**src/rtl/csr_counter.sv**
```systemverilog
// -----------------------------------------------------------------------------
// csr_counter
//
// Machine performance-counter file: the 64-bit cycle counter (mcycle), the
// 64-bit retired-instruction counter (minstret) and the two implemented
// mcountinhibit bits (CY = bit0, IR = bit2). The full counters feed the CSR
// read-select logic directly; a 32-bit combinational read port serves the
// five mapped CSR addresses. CSR writes arrive already qualified from EX.
//
// Ports
//   clk           rising-edge clock
//   rst           asynchronous, active-high reset
//   retire_valid  a valid, non-bubble instruction leaves WB this cycle
//   stall         pipeline stall; retirement is not counted while high
//   wr_en         CSR write strobe (already qualified)
//   wr_addr       CSR address of the write
//   wr_data       final 32-bit value to write
//   rd_addr       CSR address for the read port
//   rd_data       combinational read of the addressed register, 0 if unmapped
//   rd_hit        rd_addr is one of the five mapped addresses
//   Cycle         current cycle count (registered)
//   Instructions  current retired-instruction count (registered)
// -----------------------------------------------------------------------------
module csr_counter #(
    parameter logic [63:0] CYCLE_RST   = 64'd0,
    parameter logic [63:0] INSTRET_RST = 64'd0
) (
    input  logic        clk,
    input  logic        rst,
    input  logic        retire_valid,
    input  logic        stall,
    input  logic        wr_en,
    input  logic [11:0] wr_addr,
    input  logic [31:0] wr_data,
    input  logic [11:0] rd_addr,
    output logic [31:0] rd_data,
    output logic        rd_hit,
    output logic [63:0] Cycle,
    output logic [63:0] Instructions
);

    localparam logic [11:0] ADDR_MCYCLE     = 12'hB00;
    localparam logic [11:0] ADDR_MCYCLEH    = 12'hB80;
    localparam logic [11:0] ADDR_MINSTRET   = 12'hB02;
    localparam logic [11:0] ADDR_MINSTRETH  = 12'hB82;
    localparam logic [11:0] ADDR_MCOUNTINH  = 12'h320;

    // 64-bit increment built as two 32-bit halves with an explicit carry,
    // so the low-to-high carry path is visible; all-ones wraps to zero.
    function automatic logic [63:0] f_inc64(input logic [63:0] v);
        logic [32:0] lo;
        logic [31:0] hi;
        lo = {1'b0, v[31:0]} + 33'd1;
        hi = v[63:32] + {31'd0, lo[32]};
        return {hi, lo[31:0]};
    endfunction

    // Next value of one counter. A write to either half takes priority over
    // the increment and leaves the other half untouched, so a high-half write
    // never sees a carry out of the low half.
    function automatic logic [63:0] f_next(
        input logic [63:0] cur,
        input logic        wr_lo,
        input logic        wr_hi,
        input logic        inc,
        input logic [31:0] data
    );
        logic [63:0] nxt;
        if (wr_lo)
            nxt = {cur[63:32], data};
        else if (wr_hi)
            nxt = {data, cur[31:0]};
        else if (inc)
            nxt = f_inc64(cur);
        else
            nxt = cur;
        return nxt;
    endfunction

    logic [63:0] r_cycle;
    logic [63:0] r_instret;
    logic        r_inh_cy;
    logic        r_inh_ir;

    logic        w_wr_cyc_lo;
    logic        w_wr_cyc_hi;
    logic        w_wr_ins_lo;
    logic        w_wr_ins_hi;
    logic        w_wr_inh;
    logic        w_cycle_inc;
    logic        w_instret_inc;
    logic [63:0] w_cycle_next;
    logic [63:0] w_instret_next;

    assign w_wr_cyc_lo = wr_en && (wr_addr == ADDR_MCYCLE);
    assign w_wr_cyc_hi = wr_en && (wr_addr == ADDR_MCYCLEH);
    assign w_wr_ins_lo = wr_en && (wr_addr == ADDR_MINSTRET);
    assign w_wr_ins_hi = wr_en && (wr_addr == ADDR_MINSTRETH);
    assign w_wr_inh    = wr_en && (wr_addr == ADDR_MCOUNTINH);

    // Increments use the currently stored inhibit bits; a write to
    // mcountinhibit only affects counting from the following cycle.
    assign w_cycle_inc   = ~r_inh_cy;
    assign w_instret_inc = retire_valid & ~stall & ~r_inh_ir;

    assign w_cycle_next   = f_next(r_cycle,   w_wr_cyc_lo, w_wr_cyc_hi,
                                   w_cycle_inc, wr_data);
    assign w_instret_next = f_next(r_instret, w_wr_ins_lo, w_wr_ins_hi,
                                   w_instret_inc, wr_data);

    always_ff @(posedge clk or posedge rst) begin
        if (rst) begin
            r_cycle   <= CYCLE_RST;
            r_instret <= INSTRET_RST;
            r_inh_cy  <= 1'b0;
            r_inh_ir  <= 1'b0;
        end else begin
            r_cycle   <= w_cycle_next;
            r_instret <= w_instret_next;
            if (w_wr_inh) begin
                r_inh_cy <= wr_data[0];
                r_inh_ir <= wr_data[2];
            end
        end
    end

    assign Cycle        = r_cycle;
    assign Instructions = r_instret;

    // Read port reflects registered state only; same-cycle writes are not
    // forwarded.
    always_comb begin
        rd_data = 32'd0;
        rd_hit  = 1'b0;
        case (rd_addr)
            ADDR_MCYCLE: begin
                rd_data = r_cycle[31:0];
                rd_hit  = 1'b1;
            end
            ADDR_MCYCLEH: begin
                rd_data = r_cycle[63:32];
                rd_hit  = 1'b1;
            end
            ADDR_MINSTRET: begin
                rd_data = r_instret[31:0];
                rd_hit  = 1'b1;
            end
            ADDR_MINSTRETH: begin
                rd_data = r_instret[63:32];
                rd_hit  = 1'b1;
            end
            ADDR_MCOUNTINH: begin
                rd_data = {29'd0, r_inh_ir, 1'b0, r_inh_cy};
                rd_hit  = 1'b1;
            end
            default: begin
                rd_data = 32'd0;
                rd_hit  = 1'b0;
            end
        endcase
    end

endmodule

```
**config.mk**
```make
export PLATFORM = sky130hd
export DESIGN_NAME = csr_counter
export DESIGN_NICKNAME = d
export VERILOG_FILES = /design/src/rtl/csr_counter.sv
export SDC_FILE = /design/constraint.sdc
export NUM_CORES = 1
export LEC_CHECK = 0
export BUFFER_PORTS_ARGS = -buffer_cell sky130_fd_sc_hd__buf_2
export CAP_MARGIN = 20
export CORE_ASPECT_RATIO = 1.4
export CORE_MARGIN = 8
export CORE_UTILIZATION = 40
export CTS_CLUSTER_DIAMETER = 50
export CTS_CLUSTER_SIZE = 12
export DETAILED_ROUTE_END_ITERATION = 8
export PLACE_DENSITY_LB_ADDON = 0.3
export SLEW_MARGIN = 20
export SYNTH_ARGS = -nofsm -noshare
export SYNTH_HDL_FRONTEND = slang
export SYNTH_SLANG_ARGS = --single-unit
```
**constraint.sdc**
```tcl
create_clock -name clk -period 5.2 [get_ports clk]
set_input_delay 0.78 -clock clk [delete_from_list [all_inputs] [get_ports clk]]
set_output_delay 0.78 -clock clk [all_outputs]
set_load 0.005 [all_outputs]
```
# After elaboration in Yosys (flattened, before gate mapping)
# Cells that the tools add are included.
# op_classes
addsub	4
eq_ne	14
muxes	8
bitwise	6
n_reduce_logical	12
# ops
cell	n
$mux 64	4
$pmux 32 s5	1
$eq 12x12->1 const B	8
$add 32x1->33 const B	2
$add 32x1->32	2
$mux 32	2
$eq 12x10->1 const B	2
$reduce_and 2->1	4
$logic_and 1x1->1	5
$reduce_or 5->1	1
$ne 2x1->1 const B	2
$ne 2x2->1 const B	2
$not 1->1	4
$reduce_bool 2->1	2
$and 1x1->1	2
$mux 1	1
# totals
register_bits	130
inputBits	61
output_inout_bits	161
elab_cells	50

# Depth between registers and ports, before layout
# Gate-level depths: netlist (run 1).
# depth
depth_word	6
mapped_depth	15
ltp_nobuf	12

# Worst setup path after synthesis (run 1)
# Ideal clock, no wire load.
# synth_path
path_type	register -> register
start	register r_cycle[8] (netlist: Cycle[8])
end	register r_cycle[58] (netlist: Cycle[58])
arrival_ns	3.156
required_ns	5.074
setup_slack_ns	1.918
path_stages_with_launch	14
path_buffers	1
path_cell_list	dfrtp_1 -> and4_1 -> nand4_1 -> or2_2 -> clkbuf_1 -> nor4_1 -> ha_1 -> ha_1 -> nand3_1 -> nor3_1 -> nand3_1 -> o21ai_0 -> a21boi_1 -> a221o_1
# synth_between
elab_chain_cells	4
# synth_rtl
item	line_no	source
start, declared	80	logic [63:0] r_cycle;
start signal, assigned	118	r_cycle <= w_cycle_next;
$add 32x1->33	53	lo = {1'b0, v[31:0]} + 33'd1;
$add 32x1->32	54	hi = v[63:32] + {31'd0, lo[32]};
$mux 64	73	else if (inc)
$mux 64	71	else if (wr_hi)
# Every way passes these cells. The select of a mux whose other input is x is not followed.
# A chain may end at the register's enable or synchronous reset.

# Final worst setup path (run 1)
# Ends and elaborated chain as after synthesis.

==> results of run 1 <==
==> state kept, by name (all words and copies together), names as in the netlist <==
signal,count
Instructions,64
r_inh_cy,1
Cycle,64
r_inh_ir,1
==> metal layers <==
metal / wire (um) / up-vias / global-route usage, %
li1: - / 4214 / -
met1: 13710 / 4378 / 32.50
met2: 16140 / 507 / 41.04
met3: 2991 / 104 / 5.543
met4: 1684 / 2 / 14.84
met5: 11 / - / 0
==> layout by cell type, fill, tap and decap left out, drive strengths merged, types with 5 or more instances in the layout <==
cell    instances
nor4b           7
ha              6
clkinv          5
nand2b          5
nor3           25
dfrtp         130
nand3          66
and3           15
nand2         201
mux2i           5
o32ai           6
xor2           44
inv            14
o22ai           5
xnor2          30
clkbuf         23
a21oi          78
or4             5
and2           10
nor2           78
a211oi          6
buf           235
and4           17
nand4          34
o21ai         100
a222oi         32
nor4           17
==> power groups by stage <==
| stage | sequential [uW] | clock [uW] | combinational (uW) |
|---|---|---|---|
| finish | 1190 | 1270 | 297 |
| global route | 1200 | 1320 | 328 |
| CTS | 1190 | 1280 | 298 |
| detailed placement | 1210 | 0 | 296 |
| global placement | 1210 | 0 | 291 |
| floorplan | 1170 | 0 | 137 |
==> worst max-delay path by stage <==
stage,to,start,depth (start not counted)
4_1_cts,Cycle[58]$_DFFE_PP0P_,Cycle[3]$_DFFE_PP0P_,12
3_3_place_gp,Cycle[58]$_DFFE_PP0P_,Cycle[3]$_DFFE_PP0P_,12
2_1_floorplan,Cycle[0]$_DFFE_PP0P_,rst,1
3_5_place_dp,Cycle[58]$_DFFE_PP0P_,Cycle[3]$_DFFE_PP0P_,12
6_report,Cycle[58]$_DFFE_PP0P_,Cycle[8]$_DFFE_PP0P_,12
5_1_grt,Cycle[58]$_DFFE_PP0P_,Cycle[8]$_DFFE_PP0P_,12
==> stage by stage <==
step           total power (uW)  instance area [sq um]  std cells  util [%]
3_3_place_gp               1498                   9739       1481     46.62
3_5_place_dp               1504                   9739       1481     46.62
6_report                   2759                  10360       1513     49.61
4_1_cts                    2762                  10360       1513     49.61
5_1_grt                    2849                  10360       1513     49.61
2_1_floorplan              1307                   8406       1047         -
==> worst max-delay path, stage by stage, from the launching register on <==
cell	delay, ns
dfrtp_1	0.47
and4_1	0.30
nand4_1	0.20
or2_2	0.42
nor4_1	0.59
ha_1	0.31
ha_1	0.20
nand3_1	0.16
nor3_1	0.55
nand3_1	0.33
o21ai_0	0.25
a21boi_1	0.09
a221o_1	0.28
==> layout make-up <==
class                      instances  share of cell area, %
sequential                       130                  31.39
clock buffer                      23                  4.805
clock inverter                     9                  1.219
inverter                          14                 0.5312
multi-input combinational        842                  47.23
timing repair buffer             235                  11.69
tap                              260                  3.139
==> cells by family (layout without fill, tap and decap cells) <==
family	after synthesis	in the layout	synth area share, %
simple gates	502	502	29.53
compound gates	253	253	18.70
flops	130	130	38.70
buf+inv	75	281	3.602
xor+xnor	74	74	7.711
mux	7	7	0.8634
fa+ha+maj	6	6	0.8931
==> key figures, run 1 <==
Status
  • Status: complete, no violations

Global routing
  • Largest net degree at the start of global routing: 55
  • Global-route wire length before repair: 53.52 mm
  • Total track usage: 26.08%
  • Initial antenna violation count: 1
  • Global route overflow: 0
  • Vias in the first global route: around 9,000

STA
  • Worst Skew: around 0.015 ns
  • Setup violators final: 0
  • PnR worst setup slack: just over 0.9 ns
  • Tmin final: ~4.3 ns
  • Final hold vios: 0
  • Max-slew violations: 0
  • Worst-Margin Slew: 1.106 ns
  • Worst hold margin: around 0.47 ns
  • RSZ-0062 raised after global routing: no
  • Final period util: slightly above 80%
  • Setup TNS: 0 ns
  • Relative slew slack: between 20% and 30%
  • Fmax: about 0.23 GHz

Die
  • Die H: around 190 um
  • Core ar.: about 0.021 sq mm
  • DIE WIDTH: 138.5 um
  • Starting Density: 40.24%
  • Die area: between 0.02 and 0.03 sq mm
  • I/O pins: roughly 220
  • Std-Cell Rows: 63

Synth
  • Asr flop ratio synth: between 90% and 100%
  • Ys Warns: 0
  • Count leader, synth: nand2_1
  • Leading area contributor after synthesis: dfrtp_1
  • Syn Nets: around 1,100
  • Synth top cells by count: nand2_1 (201), dfrtp_1 (130), o21ai_0 (100), nor2_1 (78), a21oi_1 (72)
  • Post-Synthesis Cells: about 1,000
  • Synth top area share: between 30% and 40%
  • Avg Cell Area, Syn: ~8 sq um
  • Synth unique cells: between 50 and 60
  • Post-synthesis sequential area ratio: between 30% and 40%
  • Main synth FF type: dfrtp_1
  • Synthesized area: roughly 0.0084 sq mm
  • Area contributors post-synth: dfrtp_1 (39%), nand2_1 (9.0%), o21ai_0 (6.0%), xor2_1 (4.6%), a21oi_1 (4.3%)
  • Seq cells post-synth: 130
  • Post-synth EDFFs: 0

Route
  • Vias/cell: 6.084
  • Antenna Nets Post-Route: 0
  • DRC: 0
  • 1st-iter DRT viols: between 1,000 and 1,500
  • Vias: 9,205
  • WL/cell: 22.82 um
  • Total wire length: 34.53 mm
  • Pre-antenna DRT Iters: 6

Critical path
  • Critical path arrival: ~4.6 ns
  • CP endpoint kind: register
  • RR Endpoint: Cycle[58]$_DFFE_PP0P_
  • Required time of the critical path: approximately 5.5 ns
  • Worst R2R Path Depth: 12
  • Internal reg-to-reg setup slack: 0.92 ns
  • Worst-path fanout max: 7
  • Startpoint types: register
  • Crit Path Class: register to register
  • Reg2reg start: Cycle[8]$_DFFE_PP0P_

Pwr
  • Pint: 2018 uW
  • Leak: roughly 0.0047 uW
  • Logic pwr share: between 10% and 20%
  • Power Density: between 200 and 300 mW/mm^2
  • Net Sw Frac: a little over a quarter
  • Clock Power Share: between 40 and 50%
  • Switching Power: 741.0 uW
  • Reg power frac: 43.3%
  • Maximum vdd drop: ~0.00021 V

CTS
  • CTS tree: built
  • TritonCTS Sinks: 130
  • CTS root buf: clkbuf_16
  • Hold buffer count at CTS: 0
  • H-tree depth: 4
  • Clk_lat worst skew: roughly 0.43 ns
  • CTS Buf Count: 17
  • Cts repair resizes: 0
  • Clock buffer depth: 2
  • Clock transition at path regs: about 0.060 ns
  • Post CTS Setup Buffer Count: 0

Final layout
  • # nets final: 1,307
  • Layout cells sized above 1: around a quarter
  • Area growth, synth to finish: 23.30%
  • Filler cell count: between 2,000 and 2,500
  • Register Area: approximately 0.0033 sq mm
  • Number of inserted diodes: 0
  • Multi-input gate area: 0.004895 sq mm

Min path
  • Hold/Removal Path Class: input port to async pin

Placement
  • Pre-CTS WS: just over 0.9 ns
  • GPL Wtd Cong: 0.9622
  • Input/output buffers: between 200 and 250
  • DPL Wire Length: between 20 and 30 mm

Job
  • Max_cap viols: 0
Note: power is estimated with default switching activity, not from simulation.
==> run 2, diff against run 1 <==
==> constraint.sdc (replaced) <==
create_clock -name clk -period 4 [get_ports clk]
set_input_delay 0.6 -clock clk [delete_from_list [all_inputs] [get_ports clk]]
set_output_delay 0.6 -clock clk [all_outputs]
set_load 0.005 [all_outputs]
==> key figures, run 2 (synthesized netlist as in run 1, its figures left out) <==
Status
  • Status: finished with violations (was complete, no violations)
  • Violated checks: design-rule violations

Route
  • Vias: 9,426 (was 9,205)
  • DRC: 14 (was 0)
  • 1st-iter DRT viols: 1,333 (was 1,056)
  • Vias/cell: 6.149 (was 6.084)
  • Pre-antenna DRT Iters: 9 (was 6)
  • WL/cell: 22.69 um (was 22.82 um)
  • Total wire length: 34.78 mm (was 34.53 mm)
  • Antenna Nets Post-Route: 0 (unchanged)

Final layout
  • Layout cells sized above 1: 24.82% (was 23.38%)
  • Area growth, synth to finish: 25.11% (was 23.30%)
  • Commonest non-fill, non-tap cell in the layout: buf_2 (unchanged)
  • Number of inserted diodes: 0 (unchanged)
  • # nets final: 1,329 (was 1,307)
  • Commonest non-fill, non-tap cells in the layout: buf_2 (221), nand2_1 (201), dfrtp_1 (130), o21ai_0 (100), nor2_1 (77) (unchanged)
  • Fin util: 50.34% (was 49.61%)
  • Filler cell count: 2,036 (was 2,007)

STA
  • Worst-Margin Slew: 1.007 ns (was 1.106 ns)
  • Setup TNS: 0 ns (unchanged)
  • RSZ-0062 raised after global routing: no (unchanged)
  • Setup violators final: 0 (unchanged)
  • PnR worst setup slack: 0.2613 ns (was 0.9196 ns)
  • Worst Skew: 0.01401 ns (was 0.01505 ns)
  • Final period util: 93.47% (was 82.31%)
  • Tmin final: 3.739 ns (was 4.280 ns)
  • Fmax: 0.2675 GHz (was 0.2336 GHz)
  • Max-slew violations: 0 (unchanged)
  • Relative slew slack: 32.24% (was 25.63%)
  • Final hold vios: 0 (unchanged)

Critical path
  • Worst-path fanout max: 8 (was 7)
  • Max stage delay on crit path: 0.59 ns (about the same)
  • CP endpoint kind: register (unchanged)
  • Startpoint types: register (unchanged)
  • Crit Path Class: register to register (unchanged)
  • CP top delay family: simple AND/OR/NAND/NOR gates (unchanged)
  • Critical path arrival: 4.09 ns (was 4.58 ns)
  • Required time of the critical path: 4.35 ns (was 5.50 ns)
  • CP max stage cell: or4b_1 (was nor4_1)
  • WP buf/inv: 0 (unchanged)
  • CP Cell Sequence: and4_1, and4_1, and2_1, nand2_1, nor3_1, ha_1, nand3_1, nor2_1, or4b_1, nor3_1, a311oi_1, nor2_1 (was and4_1, nand4_1, or2_2, nor4_1, ha_1, ha_1, nand3_1, nor3_1, nand3_1, o21ai_0, a21boi_1, a221o_1)

Die
  • DIE WIDTH: 138.5 um (unchanged)
  • I/O pins: 222 (unchanged)
  • Die H: 187.5 um (unchanged)
  • Std-Cell Rows: 63 (unchanged)
  • Die area: 0.02597 sq mm (unchanged)
  • Starting Density: 40.24% (unchanged)
  • Core ar.: 0.02089 sq mm (unchanged)

Placement
  • Pre-CTS WS: 0.01008 ns (was 0.9090 ns)
  • DPL Wire Length: 26.55 mm (was 26.67 mm)
  • Input/output buffers: 221 (unchanged)
  • GPL Wtd Cong: 0.9472 (was 0.9622)

CTS
  • Clk_lat worst skew: 0.42 ns (was 0.43 ns)
  • Clock transition at path regs: 0.06 ns (about the same)
  • Hold buffer count at CTS: 0 (unchanged)
  • Post CTS Setup Buffer Count: 0 (unchanged)
  • CTS Buf Count: 17 (unchanged)
  • Clock buffer depth: 2 (unchanged)
  • CTS root buf: clkbuf_16 (unchanged)
  • TritonCTS Sinks: 130 (unchanged)
  • H-tree depth: 4 (unchanged)
  • CTS tree: built (unchanged)

Global routing
  • Total track usage: 25.94% (was 26.08%)
  • Global-route wire length before repair: 53.41 mm (was 53.52 mm)
  • Initial antenna violation count: 0 (was 1)
  • Largest net degree at the start of global routing: 131 (was 55)
  • Vias in the first global route: 9,057 (was 9,050)
  • Global route overflow: 0 (unchanged)

Pwr
  • Power Density: 334.7 mW/mm^2 (was 266.2 mW/mm^2)
  • Maximum vdd drop: 0.0002914 V (was 0.0002097 V)
  • Total chip power: 3520 uW (was 2759 uW)
  • Leak: 0.004750 uW (was 0.004664 uW)

Job
  • Max_cap viols: 0 (unchanged)

Min path
  • Hold/Removal Path Class: input port to async pin (unchanged)
run 2: power by group:
part	switching, uW	total, uW	internal, uW	leakage, uW
registers	117	1510	1390	0.00162
clock network	617	1530	911	0.000267
logic	280	480	200	0.00286
run 2: timing repair:
action,in CTS,in global routing
endpoints found under the setup margin,1,2
resized for setup,1,2
gates cloned,0,0
run 2: worst reg2reg max path: stages, from the launching register on:
cell and delay [ns]:
dfrtp_1 0.47, and4_1 0.31, and4_1 0.32, and2_1 0.30, nand2_1 0.10, nor3_1 0.36
ha_1 0.35, nand3_1 0.10, nor2_1 0.18, or4b_1 0.59, nor3_1 0.34, a311oi_1 0.15
nor2_1 0.12
run 2: layer usage:
layer / track usage, % / part of all wire [%] / vias to the layer above
met1: 32.16 / 39 / 4499
met5: 0 / 0 / -
met3: 4.455 / 8.2 / 109
met4: 13.33 / 4.7 / 0
li1: - / - / 4256
met2: 42.42 / 48 / 562
run 2: worst paths after layout:
check / depth (start not counted) / start / slack (ns) / end
max: 12 / Instructions[11]$_DFFE_PP0P_ / 0.26 / Instructions[62]$_DFFE_PP0P_
min: 3 / rst / 0.35 / Instructions[7]$_DFFE_PP0P_
max reg2reg: 12 / Instructions[11]$_DFFE_PP0P_ / 0.26 / Instructions[62]$_DFFE_PP0P_
min reg2reg: 1 / Cycle[62]$_DFFE_PP0P_ / 0.58 / Cycle[62]$_DFFE_PP0P_
max in group asynchronous: 3 / rst / 3.04 / Cycle[57]$_DFFE_PP0P_
min in group clk: 3 / wr_data[29] / 0.48 / Instructions[29]$_DFFE_PP0P_
run 2: layout make-up:
type | count | area (sq um) | area share (%)
Inverter | 14 | 56.30 | 0.5354
Multi-Input combinational cell | 842 | 4915 | 46.73
Clock inverter | 13 | 140.1 | 1.333
Timing Repair Buffer | 257 | 1401 | 13.33
Tap cell | 260 | 325.3 | 3.093
Sequential cell | 130 | 3253 | 30.93
Clock buffer | 17 | 425.4 | 4.045
run 2: stage by stage:
step,instance area (sq um),cells,hold slack [ns]
6_report,10520,1533,0.3509
2_1_floorplan,8409,1047,0.5111
4_1_cts,10500,1533,0.4298
3_5_place_dp,9931,1503,0.5593
5_1_grt,10520,1533,0.4402
3_3_place_gp,9931,1503,0.5593
==> run 3, diff against run 2 <==
--- a/config.mk
+++ b/config.mk
@@ -14,6 +14,7 @@
 export CTS_CLUSTER_SIZE = 12
 export DETAILED_ROUTE_END_ITERATION = 8
 export PLACE_DENSITY_LB_ADDON = 0.3
+export SETUP_SLACK_MARGIN = 0.5
 export SLEW_MARGIN = 20
 export SYNTH_ARGS = -nofsm -noshare
 export SYNTH_HDL_FRONTEND = slang
==> constraint.sdc (replaced) <==
create_clock -name clk -period 4 [get_ports clk]
set_input_delay 0.2 -clock clk [delete_from_list [all_inputs] [get_ports clk]]
set_output_delay 0.2 -clock clk [all_outputs]
set_load 0.005 [all_outputs]
==> key figures, run 3 (synthesized netlist as in run 1, its figures left out) <==
Status
  • Status: finished with violations (unchanged)
  • Violated checks: design-rule violations (unchanged)

STA
  • Relative slew slack: 30.59% (was 32.24%)
  • Final period util: 84.16% (was 93.47%)
  • Setup violators final: 0 (unchanged)
  • Worst Skew: 0.01156 ns (was 0.01401 ns)
  • Worst-Margin Slew: 1.027 ns (was 1.007 ns)
  • RSZ-0062 raised after global routing: yes (was no)
  • Max-slew violations: 0 (unchanged)
  • Final hold vios: 0 (unchanged)
  • Fmax: 0.2971 GHz (was 0.2675 GHz)
  • Setup TNS: 0 ns (unchanged)
  • PnR worst setup slack: 0.6337 ns (was 0.2613 ns)
  • Tmin final: 3.366 ns (was 3.739 ns)

Route
  • Vias/cell: 6.131 (was 6.149)
  • DRC: 6 (was 14)
  • Vias: 9,374 (was 9,426)
  • Total wire length: 34.53 mm (was 34.78 mm)
  • Antenna Nets Post-Route: 0 (unchanged)
  • 1st-iter DRT viols: 1,130 (was 1,333)
  • Pre-antenna DRT Iters: 9 (unchanged)
  • WL/cell: 22.59 um (was 22.69 um)

Final layout
  • Final non-filler cell total: 1,529 (was 1,533)
  • Fin util: 50.38% (was 50.34%)
  • Area growth, synth to finish: 25.20% (was 25.11%)
  • Commonest non-fill, non-tap cell in the layout: buf_2 (unchanged)
  • Layout cells sized above 1: 25.32% (was 24.82%)
  • Commonest non-fill, non-tap cells in the layout: buf_2 (221), nand2_1 (201), dfrtp_1 (128), o21ai_0 (99), nor2_1 (77) (was buf_2 (221), nand2_1 (201), dfrtp_1 (130), o21ai_0 (100), nor2_1 (77))
  • # nets final: 1,324 (was 1,329)
  • Filler cell count: 1,990 (was 2,036)

Global routing
  • Initial antenna violation count: 1 (was 0)
  • Vias in the first global route: 8,972 (was 9,057)
  • Global-route wire length before repair: 52.97 mm (was 53.41 mm)
  • Largest net degree at the start of global routing: 95 (was 131)
  • Total track usage: 25.67% (was 25.94%)
  • Global route overflow: 0 (unchanged)

Critical path
  • CP top delay family: simple AND/OR/NAND/NOR gates (unchanged)
  • Startpoint types: register (unchanged)
  • Critical path arrival: 3.68 ns (was 4.09 ns)
  • CP endpoint kind: register (unchanged)
  • Max stage delay on crit path: 0.39 ns (was 0.59 ns)
  • Most used cell along the critical path: nand3_2
  • WP buf/inv: 1 (was 0)
  • Worst-path fanout max: 9 (was 8)
  • CP max stage cell: dfrtp_1 (was or4b_1)
  • Crit Path Class: register to register (unchanged)
  • CP Cell Sequence: and4_2, nand4_1, or2_4, nor4_4, ha_2, ha_1, nand3_2, nor3_1, buf_4, nand3_2, o21ai_1, a21boi_1, a221o_1 (was and4_1, and4_1, and2_1, nand2_1, nor3_1, ha_1, nand3_1, nor2_1, or4b_1, nor3_1, a311oi_1, nor2_1)
  • Required time of the critical path: 4.31 ns (was 4.35 ns)

Placement
  • GPL Wtd Cong: 0.9353 (was 0.9472)
  • Input/output buffers: 221 (unchanged)
  • Dpl cells: 1,492 (was 1,503)
  • Pre-CTS WS: 0.1917 ns (was 0.01008 ns)
  • DPL Wire Length: 26.39 mm (was 26.55 mm)

CTS
  • H-tree depth: 4 (unchanged)
  • CTS tree: built (unchanged)
  • CTS Buf Count: 17 (unchanged)
  • TritonCTS Sinks: 130 (unchanged)
  • Clk_lat worst skew: 0.42 ns (about the same)
  • Clock buffer depth: 2 (unchanged)
  • CTS root buf: clkbuf_16 (unchanged)
  • Clock transition at path regs: 0.06 ns (about the same)

Die
  • Core ar.: 0.02089 sq mm (unchanged)
  • Die H: 187.5 um (unchanged)
  • Die area: 0.02597 sq mm (unchanged)
  • DIE WIDTH: 138.5 um (unchanged)
  • Std-Cell Rows: 63 (unchanged)
  • I/O pins: 222 (unchanged)
  • Starting Density: 40.24% (unchanged)

Pwr
  • Maximum vdd drop: 0.0002815 V (was 0.0002914 V)
  • Power Density: 338.7 mW/mm^2 (was 334.7 mW/mm^2)
  • Leak: 0.004725 uW (was 0.004750 uW)

Min path
  • Hold/Removal Path Class: input port to register (was input port to async pin)

Job
  • Max_cap viols: 0 (unchanged)
[run 3: layout make-up]
class / instances / area, sq um / share of cell area [%]
multi-input combinational: 842 / 4941 / 46.95
sequential: 130 / 3256 / 30.94
timing repair buffer: 252 / 1354 / 12.86
clock buffer: 17 / 425.4 / 4.042
tap: 260 / 325.3 / 3.091
clock inverter: 13 / 163.9 / 1.557
inverter: 14 / 56.30 / 0.5350
antenna: 1 / 2.502 / 0.02378
[run 3: power breakdown]
part | switching (uW) | total [uW] | internal [uW]
clock network | 621 | 1590 | 973
logic | 260 | 454 | 193
registers | 121 | 1520 | 1400
[run 3: path summary, 6_finish.rpt]
kind	startpoint	cells past startpoint	endpoint	slack, ns
setup / recovery	Cycle[11]$_DFFE_PP0P_	13	Cycle[58]$_DFFE_PP0P_	0.63
hold / removal	wr_data[29]	3	Instructions[29]$_DFFE_PP0P_	0.08
setup reg to reg	Cycle[11]$_DFFE_PP0P_	13	Cycle[58]$_DFFE_PP0P_	0.63
hold reg to reg	Cycle[63]$_DFFE_PP0P_	2	Cycle[63]$_DFFE_PP0P_	0.56
max in group asynchronous	rst	4	Cycle[20]$_DFFE_PP0P_	2.49
min in group asynchronous	rst	3	Instructions[7]$_DFFE_PP0P_	0.49
[run 3: worst min-delay path, cell delays in order]
cell	delay [ns]
buf_2	0.15
nand2_1	0.06
o21ai_0	0.06
[run 3: layer usage]
layer	vias up	part of all wire, %	global-route usage (%)
met5	-	0	0
met4	0	4.2	12.08
met3	99	8.7	5.720
met2	516	48	41.38
met1	4512	39	31.93
li1	4247	-	-
[run 3: through the flow]
stage | hold WS, ns | area [sq um] | total power, uW
floorplan | 0.3153 | 8409 | 1700
global placement | 0.4112 | 9836 | 1972
detailed placement | 0.4134 | 9836 | 1984
CTS | 0.06281 | 10460 | 3558
global route | 0.07624 | 10520 | 3678
finish | 0.07846 | 10520 | 3565
[run 3: timing repair]
action,in CTS,in global routing
hold buffers,1,0
buffers inserted,0,5
resized for setup,4,12
endpoints found under the hold margin,36,0
endpoints found under the setup margin,12,22
pin swaps,0,2
